`src/rtl/counter_datapath.sv`:
```
// Datapath for the sum-of-0..LIMIT counter: i/sum registers, one shared adder, output register.
// Optional build macro DP_SAT_EN: saturating adder plus sticky overflow flag ovf.
module counter_datapath #(
  parameter int DATA_W = 8,
  parameter int LIMIT  = 10
) (
  input  logic              clk,
  input  logic              reset,
  input  logic              sumSrcMuxSel,
  input  logic              iSrcMuxSel,
  input  logic              sumLoad,
  input  logic              iLoad,
  input  logic              outLoad,
  input  logic              adderSrcMuxSel,
  output logic              iLe10,
  output logic [DATA_W-1:0] outData,
  output logic              outValid,
  output logic              ovf
);

  localparam logic [DATA_W-1:0] LIMIT_V = DATA_W'(LIMIT);
  localparam logic [DATA_W-1:0] ZERO_V  = {DATA_W{1'b0}};
  localparam logic [DATA_W-1:0] ONE_V   = {{(DATA_W-1){1'b0}}, 1'b1};

  // i must be able to step one past LIMIT without wrapping, or iLe10 never falls
  generate
    if ((longint'(LIMIT) + 64'sd1) > ((64'sd1 <<< DATA_W) - 64'sd1)) begin : gLimitCheck
      $error("counter_datapath: LIMIT+1 must not exceed 2**DATA_W-1");
    end
  endgenerate

  logic [DATA_W-1:0] iVal_r;
  logic [DATA_W-1:0] sum_r;
  logic [DATA_W-1:0] opA_s;
  logic [DATA_W-1:0] opB_s;
  logic [DATA_W-1:0] adderRes_s;
  logic              adderSat_s;
  logic [DATA_W-1:0] sumNext_s;
  logic [DATA_W-1:0] iNext_s;

  // Shared adder operand selection
  always_comb begin
    opA_s = sum_r;
    opB_s = iVal_r;
    if (adderSrcMuxSel) begin
      opA_s = iVal_r;
      opB_s = ONE_V;
    end else begin
      opA_s = sum_r;
      opB_s = iVal_r;
    end
  end

`ifdef DP_SAT_EN
  function automatic logic [DATA_W:0] addWide(input logic [DATA_W-1:0] a,
                                              input logic [DATA_W-1:0] b);
    return {1'b0, a} + {1'b0, b};
  endfunction

  logic [DATA_W:0] sumWide_s;

  // Saturating adder: clamp to all-ones when the carry-out is set
  always_comb begin
    sumWide_s  = addWide(opA_s, opB_s);
    adderSat_s = sumWide_s[DATA_W];
    if (sumWide_s[DATA_W]) begin
      adderRes_s = {DATA_W{1'b1}};
    end else begin
      adderRes_s = sumWide_s[DATA_W-1:0];
    end
  end
`else
  // Wrapping adder, carry discarded
  always_comb begin
    adderRes_s = opA_s + opB_s;
    adderSat_s = 1'b0;
  end
`endif

  // Register D-input muxes
  always_comb begin
    sumNext_s = ZERO_V;
    iNext_s   = ZERO_V;
    if (sumSrcMuxSel) begin
      sumNext_s = adderRes_s;
    end else begin
      sumNext_s = ZERO_V;
    end
    if (iSrcMuxSel) begin
      iNext_s = adderRes_s;
    end else begin
      iNext_s = ZERO_V;
    end
  end

  // Loop index register
  always_ff @(posedge clk) begin
    if (reset) begin
      iVal_r <= ZERO_V;
    end else if (iLoad) begin
      iVal_r <= iNext_s;
    end else begin
      iVal_r <= iVal_r;
    end
  end

  // Accumulator register
  always_ff @(posedge clk) begin
    if (reset) begin
      sum_r <= ZERO_V;
    end else if (sumLoad) begin
      sum_r <= sumNext_s;
    end else begin
      sum_r <= sum_r;
    end
  end

  // Output register and its one-cycle valid pulse
  always_ff @(posedge clk) begin
    if (reset) begin
      outData  <= ZERO_V;
      outValid <= 1'b0;
    end else begin
      outValid <= outLoad;
      if (outLoad) begin
        outData <= sum_r;
      end else begin
        outData <= outData;
      end
    end
  end

`ifdef DP_SAT_EN
  logic ovfSet_s;
  logic ovfClr_s;

  // A saturated result only counts once it lands in a register
  always_comb begin
    ovfSet_s = adderSat_s & ((sumLoad & sumSrcMuxSel) | (iLoad & iSrcMuxSel));
    ovfClr_s = sumLoad & ~sumSrcMuxSel;
  end

  // Sticky overflow flag; a new overflow wins over a simultaneous clear
  always_ff @(posedge clk) begin
    if (reset) begin
      ovf <= 1'b0;
    end else if (ovfSet_s) begin
      ovf <= 1'b1;
    end else if (ovfClr_s) begin
      ovf <= 1'b0;
    end else begin
      ovf <= ovf;
    end
  end
`else
  logic unusedSat_s;
  assign unusedSat_s = adderSat_s;
  assign ovf = 1'b0;
`endif

  assign iLe10 = (iVal_r <= LIMIT_V);

endmodule
```
`config.mk`:
```
export PLATFORM = sky130hd
export DESIGN_NAME = counter_datapath
export DESIGN_NICKNAME = d
export VERILOG_FILES = /design/src/rtl/counter_datapath.sv
export SDC_FILE = /design/constraint.sdc
export NUM_CORES = 1
export LEC_CHECK = 0
export CORE_ASPECT_RATIO = 1.2
export CORE_UTILIZATION = 49
export CTS_CLUSTER_SIZE = 28
export DETAILED_ROUTE_END_ITERATION = 6
export PLACE_DENSITY_LB_ADDON = 0.1
export SLEW_MARGIN = 20
export SYNTH_ARGS = -nofsm -noshare
export SYNTH_HDL_FRONTEND = slang
export SYNTH_SLANG_ARGS = --single-unit
```
`constraint.sdc`:
```
create_clock -name clk -period 2.8 [get_ports clk]
set_clock_uncertainty 0.05 [all_clocks]
set_input_delay 0.56 -clock clk [delete_from_list [all_inputs] [get_ports clk]]
set_output_delay 0.56 -clock clk [all_outputs]
set_load 0.02 [all_outputs]
```
---- After elaboration in Yosys (flattened, before gate mapping) ----
Index checks and enable logic that the tools add are counted.
cells by class
  add/subtract/negate cells ............... 1
  magnitude comparators ................... 1
  muxes and demuxes ....................... 4
operator list
  operator                                                         number
  2-to-1 mux 8 bit                                                 4
  adder 8 bit                                                      1
  less-or-equal comparator 8 x 4 -> 1 bit (second input constant)  1
storage, ports and cells
  register bits after elaboration ......... 25
  output and inout bits ................... 11

---- Logic depth before layout (Yosys ltp) ----
Gate-level depths: netlist (run 1).
  word-level depth ........................ 3
  depth in mapped cells ................... 9
  mapped depth without buffers ............ 7

---- Worst setup path before layout (run 1) ----
Ideal clock, no wire load.
  path type ............................... input -> register
  from .................................... input adderSrcMuxSel
  to ...................................... register iVal_r[6]
  setup time .............................. 0.087 ns
  arrival time ............................ 2.731 ns
  slack ................................... -0.068 ns
  stages .................................. 9
  path buffers ............................ 2
  cell sequence ........................... clkbuf_1 -> clkbuf_1 -> or2_2 -> ha_1 -> fa_1 -> a211o_1 -> a2111oi_2 -> nor3b_1 -> o31ai_1
on the way
  longest elaborated chain between the ends .. 3
  elaborated cells between the ends (all ways) .. 4
RTL lines
  item                  RTL line  text
  start, declared       14        input logic adderSrcMuxSel,
  2-to-1 mux 8 bit      45        if (adderSrcMuxSel) begin
  adder 8 bit (*)       75        adderRes_s = opA_s + opB_s;
  2-to-1 mux 8 bit (*)  89        if (iSrcMuxSel) begin
  end signal, assigned  101       iVal_r <= iNext_s;
  end signal, assigned  103       iVal_r <= iVal_r;
  end, declared         32        logic [DATA_W-1:0] iVal_r;
Every way passes the cells marked *; elsewhere a longest branch is shown, timed or not.
A chain may end at the register's enable or synchronous reset.

---- Worst setup path after layout (run 1) ----
  from .................................... register iVal_r[7]
  to ...................................... output iLe10
on the way
  longest elaborated chain between the ends .. 1
RTL lines
  item                                     RTL line  text
  less-or-equal comparator 8 x 4 -> 1 bit  161       assign iLe10 = (iVal_r <= LIMIT_V);
  end, declared                            15        output logic iLe10,
No other way between the ends.

==> results.ini, run 1 <==
[cts]
htree_num_levels = 1
post-cts-setup-buffers = 0
clk_pin_slew_ns = 0.14
clockBufferDepth = 2
root_buffer = clkbuf_4
cts_made_buffers = 3
cts.sinks = 25
cts_tree = built
clk_latency_ns = 0.31

[setup_path]
worstSetupStartpoint = iVal_r[7]$_SDFFE_PP0P_
reg2reg_depth = 7
rr_startpoint = iVal_r[0]$_SDFFE_PP0P_
r2r_end = iVal_r[6]$_SDFFE_PP0P_
critPathArrivalTime_ns = 2.03
cp_max_fo = 3
cp-start-kind = flip-flop
worstSetupEndpoint = iLe10
rrSetupSlack_ns = 0.46
end_kind = output port
path_class = flip-flop to output port
required_ns = 2.19

[synthesis]
ys.warnings.count = 0
async_reset_ff_share_pct = 0
syn_inst = 167
synth.distinct_cells = 36
syn_avg_cell_area_um2 = 8.77
syn_nets = 183
synth-seq-cells = 25
ys.flop_type = dfxtp_1
synth-edff-count = 0
seq_area_frac_synth_pct = 34.2
syn-cell-area_um2 = 1470

[finish]
diodes = 0
drive_gt1_share_pct = 16.1
regArea_um2 = 500
fillers = 251
syn2layout_area_growth_pct = 21.0
layout.cells.non_filler = 226
final_area_um2 = 1770
multi_input_area_um2 = 911
nets = 209

[timing]
setup-violations-final = 0
slew_viol_final = 0
setup_ws_ns = 0.161
hold_violations = 0
worstMarginPinSlew_ns = 0.552
final.min_clock_period_ns = 2.64
slew_headroom_pct = 63.1
rsz0062_at_grt = false
hold_slack_ns = 0.452
min_period_over_period_pct = 94.2
max_freq_mhz = 379

[floorplanning]
chipWidth_um = 51.9
num_rows = 21
die-area_um2 = 3210
core_area_um2 = 2810
start_util_pct = 52.1
die_y_um = 61.9
num_io_pins = 19

[detailed_routing]
firstDrtPassIters = 4
drt-total-wl_um = 3610
dr_total_vias = 1330
drcViolationCount = 0
final_antenna_net_count = 0
drt_iter0_markers = 33
via_per_inst = 5.88
wl_per_cell_um = 16.0

[power]
power_mw = 0.585
leakage_nw = 0.752
pwr-share-comb_pct = 10.6
power_density_nw_per_um2 = 330
p_sw_mw = 0.144
internal_power_mw = 0.442
swShare_pct = 24.6
p_clk_share_pct = 27.8
p_seq_share_pct = 61.7
ir_drop_mv = 0.228

[job]
maxCapViolations = 0

[placement]
dpl_cell_area_um2 = 1750
dp.cells = 222
post-place-ws_ns = -0.374
post-dp-hpwl_um = 2680
place.port_buffers = 17
gp_congestion = 0.881

[grt]
grt_pass1_vias = 1300
grt_max_degree = 34
antenna_found_initial = 0
grt_overflow = 0
grt_pass1_wl_um = 5750
grt_usage_pct = 24.5

[run_status]
status = finished, final reports clean

[hold_path]
hold_path_class = flip-flop to flip-flop
holdPathStages = 2

power groups by stage:
stage / Combinational (mW) / Clock [mW] / Sequential, mW
2_1_floorplan: 0.0374 / 0 / 0.370
3_3_place_gp: 0.0604 / 0 / 0.369
3_5_place_dp: 0.0617 / 0 / 0.369
4_1_cts: 0.0616 / 0.170 / 0.361
5_1_grt: 0.0664 / 0.180 / 0.361
6_report: 0.0620 / 0.163 / 0.361
area by class of cell:
type / count / area share [%]
clock buffers: 4 / 1.48
flip-flops and latches: 25 / 28.2
inverters: 3 / 0.635
well taps: 34 / 2.40
multi-input cells: 128 / 51.4
repair buffers: 32 / 15.9
what timing repair did:
action / in CTS / in global routing
setup endpoints to repair: 2 / 0
resized for setup: 1 / 0
hold buffers: 0 / 0
stage by stage:
step / util [%] / setup TNS, ns
finish: 63.1 / 0
global route: 63.1 / 0
CTS: 63.1 / 0
detailed placement: 62.2 / -2.22
global placement: 62.2 / -1.46
floorplan: - / 0
synth_stat cells, drive strengths merged, types with 2 or more instances:
cell type	count	area, um2
mux2i	8	80.1
ha	7	87.6
nand3	9	45.0
nand2	5	18.8
o21ai	4	20.0
o31ai	2	15.0
o311ai	2	17.5
nor4bb	2	20.0
a211o	3	26.3
nand4	6	37.5
nand4b	2	17.5
nor2	13	48.8
a21oi	12	60.1
nand2b	14	87.6
dfxtp	25	500
a21o	5	37.5
nor2b	8	50.1
clkbuf	10	37.5
inv	3	11.3
o221ai	2	17.5
or2	3	18.8
mux2	6	67.6
nor3b	2	15.0
or3b	2	17.5
worst min path at each step:
stage | from | end | slack (ns)
2_1_floorplan | sum_r[0]$_SDFFE_PP0P_ | sum_r[0]$_SDFFE_PP0P_ | 0.41
3_3_place_gp | iVal_r[4]$_SDFFE_PP0P_ | iVal_r[4]$_SDFFE_PP0P_ | 0.42
3_5_place_dp | sum_r[0]$_SDFFE_PP0P_ | sum_r[0]$_SDFFE_PP0P_ | 0.44
4_1_cts | sum_r[0]$_SDFFE_PP0P_ | sum_r[0]$_SDFFE_PP0P_ | 0.46
5_1_grt | sum_r[2]$_SDFFE_PP0P_ | sum_r[2]$_SDFFE_PP0P_ | 0.48
6_report | sum_r[0]$_SDFFE_PP0P_ | sum_r[0]$_SDFFE_PP0P_ | 0.45
metal layers:
layer,share of wire [%],vias to the layer above,global-route usage (%)
li1,-,649,-
met1,43,644,27.3
met2,53,31,44.7
met3,2.1,6,2.92
met4,1.9,0,14.7
met5,0,-,0
flip-flops by register name (all words and copies together), names as in the netlist:
name,count
outValid,1
sum_r,8
outData,8
iVal_r,8
placed cells by master (no fill, tap or decap), types with 5 or more instances in the layout:
cell and count:
a21o_1 5, a21oi_1 12, buf_4 15, clkdlybuf4s50_1 16, dfxtp_1 25, ha_1 7, mux2_2 6, mux2i_1 8
nand2_1 5, nand2b_1 14, nand3_1 9, nand4_1 6, nor2_1 13, nor2b_1 8
cell families (layout without fill, tap and decap cells):
| kind of cell | Yosys count | count (layout) | synth area share, % |
|---|---|---|---|
| buffers and inverters | 14 | 39 | 3.84 |
| xor gates and xnor gates | 2 | 2 | 1.20 |
| muxes | 14 | 14 | 10.1 |
| DFF | 25 | 25 | 34.2 |
| and+or+nand+nor | 68 | 68 | 26.6 |
| adders and majority gates | 8 | 8 | 7.34 |
| other | 1 | 1 | 0.256 |
| AOI/OAI and AO/OA | 35 | 35 | 16.5 |
critical path: stages (launching register included):
cell             delay (ns)
dfxtp_1                0.37
or4_1                  0.53
a21oi_1                0.18
clkdlybuf4s50_1        0.63
Note: power is estimated with default switching activity, not from simulation.
==> run 2: changes to the inputs <==
--- a/config.mk
+++ b/config.mk
@@ -5,10 +5,12 @@
 export SDC_FILE = /design/constraint.sdc
 export NUM_CORES = 1
 export LEC_CHECK = 0
+export CAP_MARGIN = 20
 export CORE_ASPECT_RATIO = 1.2
 export CORE_UTILIZATION = 49
 export CTS_CLUSTER_SIZE = 28
 export DETAILED_ROUTE_END_ITERATION = 6
+export HOLD_SLACK_MARGIN = 0.02
 export PLACE_DENSITY_LB_ADDON = 0.1
 export SLEW_MARGIN = 20
 export SYNTH_ARGS = -nofsm -noshare
==> constraint.sdc (replaced) <==
create_clock -name clk -period 2.31 [get_ports clk]
set_clock_uncertainty 0.05 [all_clocks]
set_input_delay 0.462 -clock clk [delete_from_list [all_inputs] [get_ports clk]]
set_output_delay 0.462 -clock clk [all_outputs]
set_load 0.02 [all_outputs]
==> run 2 against run 1 <==
- via count is 3.1% higher
- wire length grew 4.1%
- critical path depth is 4 higher
- register-to-register slack lost 0.37 ns
- non-clock buffer count grew 7
- die area did not move
- first-iteration DRC count grew 88%
- critical endpoint is now iVal_r[6]$_SDFFE_PP0P_
==> results.ini, run 2 (synthesized netlist as in run 1, its figures left out) <==
[detailed_routing]
wl_per_cell_um = 16.1  ; +1.0%
dr_total_vias = 1371  ; +3.1%
drt-total-wl_um = 3760  ; +4.1%
top_layer_used = met4
route.met3.wl_um = 129  ; +68%
drcViolationCount = 0  ; unchanged
met2_length_um = 1950  ; +2.0%
wirelength_met1_um = 1610  ; +4.2%
via_per_inst = 5.88  ; about the same
firstDrtPassIters = 5  ; +1
final_antenna_net_count = 0  ; unchanged
drt_iter0_markers = 62  ; +88%

[floorplanning]
start_util_pct = 52.1  ; unchanged
chipWidth_um = 51.9  ; unchanged
num_rows = 21  ; unchanged
die-area_um2 = 3210  ; unchanged
die_y_um = 61.9  ; unchanged
core_area_um2 = 2810  ; unchanged
num_io_pins = 19  ; unchanged

[setup_path]
cp_slowest_cell = dfxtp_1
reg2reg_depth = 7  ; unchanged
max_stage_delay_ns = 0.35  ; -0.28 ns
cp_cell_sequence = mux2_4 -> ha_4 -> fa_2 -> a211o_1 -> a2111oi_4 -> nor3b_2 -> o31ai_1
critPathArrivalTime_ns = 2.40  ; +0.37 ns
required_ns = 2.50  ; +0.31 ns
rr_startpoint = sum_r[0]$_SDFFE_PP0P_
path_class = flip-flop to flip-flop
cp_max_fo = 2  ; -1
end_kind = flip-flop
cpLargestDelayFamily = compound AO/OA/AOI/OAI gates
rrSetupSlack_ns = 0.09  ; -0.37 ns
path_buf_inv = 0  ; -1
cp-start-kind = flip-flop
r2r_end = iVal_r[6]$_SDFFE_PP0P_

[cts]
cts.sinks = 25  ; unchanged
cts_tree = built
ctsHoldBuffers = 0  ; unchanged
clk_latency_ns = 0.33  ; +0.02 ns
clk_pin_slew_ns = 0.14  ; about the same
htree_num_levels = 1  ; unchanged
cts_made_buffers = 3  ; unchanged
root_buffer = clkbuf_4
clockBufferDepth = 2  ; unchanged

[timing]
setup-violations-final = 0  ; unchanged
final.min_clock_period_ns = 2.22
setup_ws_ns = 0.0920  ; -0.0693 ns
rsz0062_at_grt = true
worstMarginPinSlew_ns = 0.594  ; +0.0418 ns
min_period_over_period_pct = 96.0
slew_viol_final = 0  ; unchanged
max_freq_mhz = 451
tns_ns = 0  ; unchanged
hold_violations = 0  ; unchanged
slew_headroom_pct = 60.3  ; -2.8 points

[placement]
post-dp-hpwl_um = 2720  ; +1.3%
dp.cells = 225  ; +1.4%
gp_congestion = 0.851  ; -3.4%
place.port_buffers = 17  ; unchanged
post-place-ws_ns = -0.807  ; -0.432 ns

[finish]
layout.cells.non_filler = 233  ; +3.1%
syn2layout_area_growth_pct = 28.4
drive_gt1_share_pct = 22.6  ; +6.5 points
nets = 216  ; +3.3%
reg_top3 = iVal_r (8), outData (8), sum_r (8)
mostFrequentLayoutCells = dfxtp_1, buf_4, clkdlybuf4s50_1
final_common_cell = dfxtp_1
diodes = 0  ; unchanged
postLayoutCoreUtil_pct = 66.9  ; +3.8 points

[grt]
antenna_found_initial = 0  ; unchanged
grt_overflow = 0  ; unchanged
grt_usage_pct = 25.5  ; +0.99 points
grt_max_degree = 19  ; -44%
grt_pass1_wl_um = 6040  ; +4.9%
grt_pass1_vias = 1248  ; -4.0%

[run_status]
status = finished, final reports clean

[job]
maxCapViolations = 0  ; unchanged

[hold_path]
holdPathStages = 2  ; unchanged
whs_endpoint = sum_r[2]$_SDFFE_PP0P_
worstHoldStart = sum_r[2]$_SDFFE_PP0P_
hold_path_class = flip-flop to flip-flop

[power]
leakage_nw = 0.797  ; +6.0%
ir_drop_mv = 0.261  ; +15%
power_density_nw_per_um2 = 394  ; +19%

run 2: area by class of cell:
cell class,count,area (um2)
multi-input cells,128,958
fillers,232,931
flip-flops and latches,25,502
repair buffers,39,337
well taps,34,42.5
clock buffers,3,22.5
inverters,3,11.3
clock inverters,1,7.51
run 2: where the power goes:
group / internal, mW / leakage [nW] / total (mW) / switching [mW]
Combinational: 0.0445 / 0.581 / 0.0918 / 0.0473
Clock: 0.0661 / 0.0139 / 0.212 / 0.146
Sequential: 0.435 / 0.202 / 0.438 / 0.00234
Total: 0.546 / 0.797 / 0.741 / 0.195
run 2: worst min-delay path, delay by kind of cell (launching register included):
family	cells	cell delay [ns]
flops	1	0.36
simple gates	1	0.07
compound gates	1	0.05
run 2: stage by stage:
step           hold WS (ns)  power [mW]  area [um2]
2_1_floorplan         0.405       0.502        1510
3_3_place_gp          0.425       0.529        1790
3_5_place_dp          0.435       0.531        1790
4_1_cts               0.458       0.744        1880
5_1_grt               0.483       0.773        1880
6_report              0.462       0.741        1880
run 2: worst max-delay path by stage:
stage                            from                     end  slack [ns]  cells past startpoint
2_1_floorplan          adderSrcMuxSel  iVal_r[6]$_SDFFE_PP0P_       -0.31                      9
3_3_place_gp           adderSrcMuxSel   sum_r[6]$_SDFFE_PP0P_       -0.70                      8
3_5_place_dp           adderSrcMuxSel  iVal_r[6]$_SDFFE_PP0P_       -0.81                      8
4_1_cts        iVal_r[7]$_SDFFE_PP0P_                   iLe10        0.04                      3
5_1_grt         sum_r[0]$_SDFFE_PP0P_  iVal_r[6]$_SDFFE_PP0P_       -0.01                      7
6_report        sum_r[0]$_SDFFE_PP0P_  iVal_r[6]$_SDFFE_PP0P_        0.09                      7
run 2: metal layers:
metal	GRT usage [%]	up-vias
met5	0	-
met4	6.18	0
met3	2.43	6
met2	48.4	43
met1	30.7	656
li1	-	666
run 2: what timing repair did:
item,4_1_cts,5_1_grt
pin swaps,8,2
gates resized for setup,13,4
buffers inserted,4,0
endpoints found under the setup margin,11,4
